===== config.mk =====
export PLATFORM = sky130hd
export DESIGN_NAME = multicycle_ctrl_flat
export DESIGN_NICKNAME = d
export VERILOG_FILES = /design/src/rtl/multicycle_ctrl_if.sv /design/src/rtl/multicycle_ctrl.sv /design/src/flat_wrapper.sv
export SDC_FILE = /design/constraint.sdc
export NUM_CORES = 1
export LEC_CHECK = 0
export BUFFER_PORTS_ARGS = -buffer_cell sky130_fd_sc_hd__buf_4
export CAP_MARGIN = 40
export CORE_MARGIN = 4
export CORE_UTILIZATION = 33
export DETAILED_ROUTE_END_ITERATION = 8
export GPL_ROUTABILITY_DRIVEN = 0
export HOLD_SLACK_MARGIN = 0.12
export PLACE_DENSITY = 0.84
export SETUP_SLACK_MARGIN = 0.4
export SYNTH_ARGS = -nofsm -noshare
export SYNTH_HDL_FRONTEND = slang
export SYNTH_SLANG_ARGS = --single-unit

===== constraint.sdc =====
create_clock -name clk -period 1.8 [get_ports clk]
set_clock_uncertainty 0.2 [all_clocks]
set_input_delay 0.18 -clock clk [delete_from_list [all_inputs] [get_ports clk]]
set_output_delay 0.18 -clock clk [all_outputs]
set_load 0.005 [all_outputs]

===== src/rtl/multicycle_ctrl_if.sv =====
// Controller <-> datapath/memory bundle for multicycle_ctrl.
// With MULTICYCLE_CTRL_PERF_EN defined the bundle also carries the cycle/instret counters.
interface multicycle_ctrl_if #(
  parameter int unsigned XLEN = 32
);
  logic [XLEN-1:0] instr;
  logic            alu_zero;
  logic            mem_ready;
  logic            mem_req;
  logic            mem_we;
  logic            mem_addr_sel;
  logic            ir_we;
  logic            pc_we;
  logic            pc_src;
  logic            alu_src_b;
  logic [1:0]      alu_op;
  logic            reg_we;
  logic            wb_sel;
  logic            instr_done;
  logic            illegal;
  logic [2:0]      state_dbg;
`ifdef MULTICYCLE_CTRL_PERF_EN
  logic [31:0]     cycle_cnt;
  logic [31:0]     instret_cnt;
`endif

  modport master (
    input  instr, alu_zero, mem_ready,
    output mem_req, mem_we, mem_addr_sel, ir_we, pc_we, pc_src, alu_src_b,
           alu_op, reg_we, wb_sel, instr_done, illegal, state_dbg
`ifdef MULTICYCLE_CTRL_PERF_EN
    , output cycle_cnt, instret_cnt
`endif
  );

  modport slave (
    output instr, alu_zero, mem_ready,
    input  mem_req, mem_we, mem_addr_sel, ir_we, pc_we, pc_src, alu_src_b,
           alu_op, reg_we, wb_sel, instr_done, illegal, state_dbg
`ifdef MULTICYCLE_CTRL_PERF_EN
    , input cycle_cnt, instret_cnt
`endif
  );
endinterface


===== src/rtl/multicycle_ctrl.sv =====
// Multi-cycle control FSM for the RV32I-subset core (fetch/decode/exec/mem/wb, trap on illegal).
// Optional perf counters (cycle_cnt, instret_cnt) are built when MULTICYCLE_CTRL_PERF_EN is defined.
module multicycle_ctrl #(
  parameter int unsigned XLEN         = 32,
  parameter int unsigned MEM_WAIT_MAX = 0
) (
  input logic              clk,
  input logic              reset,
  multicycle_ctrl_if.master bus
);
  localparam int unsigned OPC_W = 7;
  localparam int unsigned F3_W  = 3;

  localparam logic [OPC_W-1:0] OP_R      = 7'b0110011;
  localparam logic [OPC_W-1:0] OP_LOAD   = 7'b0000011;
  localparam logic [OPC_W-1:0] OP_IALU   = 7'b0010011;
  localparam logic [OPC_W-1:0] OP_STORE  = 7'b0100011;
  localparam logic [OPC_W-1:0] OP_BRANCH = 7'b1100011;

  localparam logic [F3_W-1:0] F3_BEQ = 3'b000;
  localparam logic [F3_W-1:0] F3_BNE = 3'b001;

  localparam logic [1:0] ALU_ADD = 2'b00;
  localparam logic [1:0] ALU_SUB = 2'b01;
  localparam logic [1:0] ALU_FN  = 2'b10;

  typedef enum logic [2:0] {
    FETCH  = 3'd0,
    DECODE = 3'd1,
    EXEC   = 3'd2,
    MEM    = 3'd3,
    WB     = 3'd4,
    TRAP   = 3'd5
  } state_t;

  state_t           state_q;
  state_t           state_d;
  logic [OPC_W-1:0] opcode;
  logic [F3_W-1:0]  funct3;
  logic             is_store;
  logic             taken;

  assign opcode   = bus.instr[6:0];
  assign funct3   = bus.instr[14:12];
  assign is_store = (opcode == OP_STORE);
  assign taken    = (funct3 == F3_BEQ) ? bus.alu_zero : !bus.alu_zero;

  // Register/immediate fields are consumed by the datapath, not here; no timeout logic exists.
  logic unused_bits;
  assign unused_bits = ^{bus.instr[XLEN-1:15], bus.instr[11:7], 32'(MEM_WAIT_MAX)};

  always_ff @(posedge clk or posedge reset) begin
    if (reset) state_q <= FETCH;
    else       state_q <= state_d;
  end

  assign bus.state_dbg = state_q;

  // Outputs are decoded from the current state; reset forces every strobe low.
  always_comb begin
    state_d          = state_q;
    bus.mem_req      = 1'b0;
    bus.mem_we       = 1'b0;
    bus.mem_addr_sel = 1'b0;
    bus.ir_we        = 1'b0;
    bus.pc_we        = 1'b0;
    bus.pc_src       = 1'b0;
    bus.alu_src_b    = 1'b0;
    bus.alu_op       = ALU_ADD;
    bus.reg_we       = 1'b0;
    bus.wb_sel       = 1'b0;
    bus.instr_done   = 1'b0;
    bus.illegal      = 1'b0;
    if (!reset) begin
      unique case (state_q)
        FETCH: begin
          bus.mem_req = 1'b1;
          if (bus.mem_ready) begin
            bus.ir_we = 1'b1;
            bus.pc_we = 1'b1;
            state_d   = DECODE;
          end
        end
        DECODE: begin
          if (opcode == OP_R || opcode == OP_LOAD || opcode == OP_IALU ||
              opcode == OP_STORE || opcode == OP_BRANCH)
            state_d = EXEC;
          else
            state_d = TRAP;
        end
        EXEC: begin
          unique case (opcode)
            OP_R: begin
              bus.alu_op = ALU_FN;
              state_d    = WB;
            end
            OP_IALU: begin
              bus.alu_src_b = 1'b1;
              bus.alu_op    = ALU_FN;
              state_d       = WB;
            end
            OP_LOAD, OP_STORE: begin
              bus.alu_src_b = 1'b1;
              state_d       = MEM;
            end
            OP_BRANCH: begin
              bus.alu_op = ALU_SUB;
              if (funct3 == F3_BEQ || funct3 == F3_BNE) begin
                bus.pc_we      = taken;
                bus.pc_src     = taken;
                bus.instr_done = 1'b1;
                state_d        = FETCH;
              end else begin
                state_d = TRAP;
              end
            end
            default: state_d = TRAP;
          endcase
        end
        MEM: begin
          bus.mem_req      = 1'b1;
          bus.mem_addr_sel = 1'b1;
          bus.mem_we       = is_store;
          if (bus.mem_ready) begin
            bus.instr_done = is_store;
            state_d        = is_store ? FETCH : WB;
          end
        end
        WB: begin
          bus.reg_we     = 1'b1;
          bus.wb_sel     = (opcode == OP_LOAD);
          bus.instr_done = 1'b1;
          state_d        = FETCH;
        end
        TRAP: begin
          bus.illegal = 1'b1;
        end
        default: state_d = FETCH;
      endcase
    end
  end

`ifdef MULTICYCLE_CTRL_PERF_EN
  // Counters wrap naturally at 32 bits; TRAP cycles are not counted.
  always_ff @(posedge clk or posedge reset) begin
    if (reset) begin
      bus.cycle_cnt   <= '0;
      bus.instret_cnt <= '0;
    end else begin
      if (state_q != TRAP) bus.cycle_cnt   <= bus.cycle_cnt + 32'd1;
      if (bus.instr_done)  bus.instret_cnt <= bus.instret_cnt + 32'd1;
    end
  end
`endif
endmodule


===== src/flat_wrapper.sv =====
// flat-port wrapper written by rule: the top's interface ports become plain ports
module multicycle_ctrl_flat 
#(
  parameter int unsigned XLEN         = 32,
  parameter int unsigned MEM_WAIT_MAX = 0
)
  (clk, reset, bus_instr, bus_alu_zero, bus_mem_ready, bus_mem_req, bus_mem_we, bus_mem_addr_sel, bus_ir_we, bus_pc_we, bus_pc_src, bus_alu_src_b, bus_alu_op, bus_reg_we, bus_wb_sel, bus_instr_done, bus_illegal, bus_state_dbg);
  multicycle_ctrl_if #(.XLEN(XLEN)) bus_i ();
  input logic clk;
  input logic reset;
  input wire logic [$bits(bus_i.instr)-1:0] bus_instr;
  input wire logic [$bits(bus_i.alu_zero)-1:0] bus_alu_zero;
  input wire logic [$bits(bus_i.mem_ready)-1:0] bus_mem_ready;
  output wire logic [$bits(bus_i.mem_req)-1:0] bus_mem_req;
  output wire logic [$bits(bus_i.mem_we)-1:0] bus_mem_we;
  output wire logic [$bits(bus_i.mem_addr_sel)-1:0] bus_mem_addr_sel;
  output wire logic [$bits(bus_i.ir_we)-1:0] bus_ir_we;
  output wire logic [$bits(bus_i.pc_we)-1:0] bus_pc_we;
  output wire logic [$bits(bus_i.pc_src)-1:0] bus_pc_src;
  output wire logic [$bits(bus_i.alu_src_b)-1:0] bus_alu_src_b;
  output wire logic [$bits(bus_i.alu_op)-1:0] bus_alu_op;
  output wire logic [$bits(bus_i.reg_we)-1:0] bus_reg_we;
  output wire logic [$bits(bus_i.wb_sel)-1:0] bus_wb_sel;
  output wire logic [$bits(bus_i.instr_done)-1:0] bus_instr_done;
  output wire logic [$bits(bus_i.illegal)-1:0] bus_illegal;
  output wire logic [$bits(bus_i.state_dbg)-1:0] bus_state_dbg;
  assign bus_i.instr = bus_instr;
  assign bus_i.alu_zero = bus_alu_zero;
  assign bus_i.mem_ready = bus_mem_ready;
  assign bus_mem_req = bus_i.mem_req;
  assign bus_mem_we = bus_i.mem_we;
  assign bus_mem_addr_sel = bus_i.mem_addr_sel;
  assign bus_ir_we = bus_i.ir_we;
  assign bus_pc_we = bus_i.pc_we;
  assign bus_pc_src = bus_i.pc_src;
  assign bus_alu_src_b = bus_i.alu_src_b;
  assign bus_alu_op = bus_i.alu_op;
  assign bus_reg_we = bus_i.reg_we;
  assign bus_wb_sel = bus_i.wb_sel;
  assign bus_instr_done = bus_i.instr_done;
  assign bus_illegal = bus_i.illegal;
  assign bus_state_dbg = bus_i.state_dbg;
  multicycle_ctrl #(.XLEN(XLEN), .MEM_WAIT_MAX(MEM_WAIT_MAX)) u_core (.clk(clk), .reset(reset), .bus(bus_i));
endmodule

==> impl_metrics.py <==
metrics = {
    "sta": {
        "hold_violations": 0,
        "finalCriticalPeriod_ps": 1950,
        "max_slew_margin_pct": 76.3,
        "rsz0062_at_grt": "yes",
        "setup_viol": 9,
        "setup_ws_ps": -148,
        "fin_crit_sh_pct": 108,
        "fmax_mhz": 513,
        "tightest_slew_ps": 350,
        "drv_slew": 0,
    },
    "floorplanning": {
        "core_um2": 1320,
        "io_pins": 52,
        "fp.dieW_um": 45.5,
        "dieArea_um2": 2070,
        "fp-row-count": 13,
        "die-height_um": 45.5,
        "initial_utilization_pct": 35.2,
    },
    "global_routing": {
        "track_usage_pct": 22.5,
        "antenna_found_initial": 0,
        "grt_pass1_vias": 698,
        "grt_pass1_wl_um": 3310,
        "grt-ovfl-total": 0,
        "grt_max_degree": 9,
    },
    "clock_network": {
        "cts-root-buf": "clkbuf_4",
        "clkSinkCount": 3,
        "cts_buffers": 3,
        "cts_tree": "yes",
        "htree_levels": 1,
        "cts.path.max_buffers": 2,
        "path_clk_slew_ps": 40,
        "cts_hold_buf": 2,
        "clkLatencyLatePin_ps": 250,
    },
    "layout": {
        "diodes": 0,
        "fill_cells": 90,
        "drive_above_1_share_pct": 69.2,
        "multiInputGateArea_um2": 508,
        "fin_util_pct": 80.5,
        "design_area_um2": 1060,
        "final_net_count": 154,
        "stdcell_count": 132,
        "area.sequential_um2": 78.8,
        "largest_reg_flops": 3,
        "layout_common_cells": "37 x buf_4, 10 x buf_6, 4 x inv_1, 4 x nand2_1",
        "final_common_cell": "buf_4",
        "syn_to_final_growth_pct": 129,
    },
    "worst_setup_path": {
        "r2r_end": "u_core.bus.state_dbg[0]",
        "crit_path_end_kind": "primary output",
        "cp_data_required_time_ps": 1420,
        "worstPathArrival_ps": 1570,
        "r2r_cells": 6,
        "worstSetupPathType": "reg2out",
        "crit_fanout": 3,
        "start_kind": "register",
        "r2r_slack_ps": 10,
        "r2r-start": "u_core.bus.state_dbg[2]",
    },
    "drt": {
        "num_vias": 792,
        "wl_per_cell_um": 18.5,
        "antenna_left": 0,
        "drcViolationCount": 0,
        "wl_um": 2440,
        "routed_via_density": 6.00,
        "dr.first_iter.drc_count": 34,
        "drtPass1Iterations": 4,
    },
    "synth": {
        "synth_cell_types": 32,
        "syn_nets": 103,
        "netlist_area_um2": 464,
        "yosysSeqAreaShare_pct": 16.2,
        "postSynthCellCount": 67,
        "ys_ff_latch": 3,
        "yosys_warnings": 0,
        "synth_area_per_cell_um2": 6.93,
    },
    "place": {
        "portBuffers": 29,
        "numPlacedInstances": 114,
        "dp_hpwl_um": 1340,
        "placed_area_um2": 776,
    },
    "hold_path": {
        "hold_path_class": "in2reg",
        "hold_path_depth": 4,
        "hold_end": "u_core.bus.state_dbg[2]",
        "min_from": "reset",
    },
    "status": {
        "violations": "setup timing",
        "status": "complete, but fails checks",
    },
    "power_and_ir_drop": {
        "ir_worst_vdd_mv": 0.521,
        "power_leakage_nw": 0.465,
        "power.density_nw_per_um2": 1020,
    },
    "run": {
        "cap_violations": 0,
    },
}
[worst max path at each step]
stage | from | endpoint | slack (ps) | depth (start not counted)
2_1_floorplan | u_core.bus.state_dbg[0] | u_core.bus.state_dbg[0] | 250 | 5
3_3_place_gp | u_core.bus.state_dbg[1] | u_core.bus.state_dbg[0] | 110 | 5
3_5_place_dp | u_core.bus.state_dbg[1] | u_core.bus.state_dbg[0] | 80 | 5
4_1_cts | u_core.bus.state_dbg[2] | bus_alu_src_b | -90 | 5
5_1_grt | u_core.bus.state_dbg[2] | bus_alu_op[1] | -190 | 5
6_report | u_core.bus.state_dbg[2] | bus_alu_src_b | -150 | 5
[cells in the mapped netlist]
cell type,count,area share [%]
inv_1,5,4.0
o32ai_1,1,1.9
nor2b_1,1,1.3
nand2_2,1,1.3
o41ai_1,1,1.9
or2_1,1,1.3
o2bb2ai_1,1,1.9
o21ai_0,3,3.2
o31a_1,1,1.9
a31oi_1,1,1.3
and4bb_1,1,2.7
a21boi_0,1,1.6
nor3_1,6,6.5
dfrtp_1,3,16
nor4_1,3,4.0
buf_6,2,4.9
a2111oi_1,1,2.2
and2_1,2,2.7
nand4bb_1,1,2.4
a311o_1,1,2.2
o21ai_1,1,1.1
o21a_1,1,1.6
a21oi_1,3,3.2
or3_1,1,1.3
nand3_1,4,4.3
nand2_1,6,4.9
nor2_1,5,4.0
o211ai_2,1,2.7
and3_1,2,2.7
xnor2_1,2,3.8
nand2b_1,3,4.0
clkbuf_1,1,0.81
[critical path: stages (launching register included)]
cell	delay (ps)
dfrtp_2	410
or2_4	260
nor2_4	120
nand2_4	90
a2111oi_4	270
buf_4	160
[power by group]
group / switching (mW) / internal [mW] / leakage [nW]
combinational: 0.352 / 0.440 / 0.416
sequential: 0.0560 / 0.100 / 0.0336
clock: 0.0460 / 0.0838 / 0.0150
total: 0.454 / 0.625 / 0.465
[logic make-up after synthesis]
logic type                Yosys count  share of synthesized area (%)
and+or+nand+nor                    37                           43.7
AOI/OAI and AO/OA                  17                           26.7
xor gates and xnor gates            2                           3.77
buffers and inverters               8                           9.70
DFF                                 3                           16.2
[routing by layer]
| metal | wire, um | vias to the layer above | part of all wire [%] | global-route usage, % |
|---|---|---|---|---|
| li1 | - | 349 | - | - |
| met1 | 903 | 371 | 37 | 29.0 |
| met2 | 1220 | 58 | 50 | 35.9 |
| met3 | 231 | 14 | 9.5 | 3.56 |
| met4 | 85 | 0 | 3.5 | 10.5 |
| met5 | 0 | - | 0 | 0 |
[area by class of cell]
cell class,instances,share of cell area (%)
timing repair buffer,49,38.7
multi-input combinational,56,47.9
tap,15,1.77
sequential,3,7.43
clock buffer,4,2.48
inverter,5,1.77
[timing repair]
action                                  CTS  global route
gates resized for setup                  19            16
endpoints found under the hold margin     5             1
buffers inserted                          8             4
pin swaps                                 5             5
endpoints found under the setup margin   16            18
[metrics by stage]
step | setup WS [ps] | setup TNS [ps] | hold slack (ps) | power [mW]
global placement | 112 | 0 | 2.53 | 0.610
global route | -187 | -1160 | 103 | 1.13
detailed placement | 77.0 | 0 | 22.7 | 0.624
floorplan | 253 | 0 | -236 | 0.431
finish | -148 | -558 | 108 | 1.08
CTS | -91.6 | -285 | 59.7 | 0.929
Note: power is estimated with default switching activity, not from simulation.
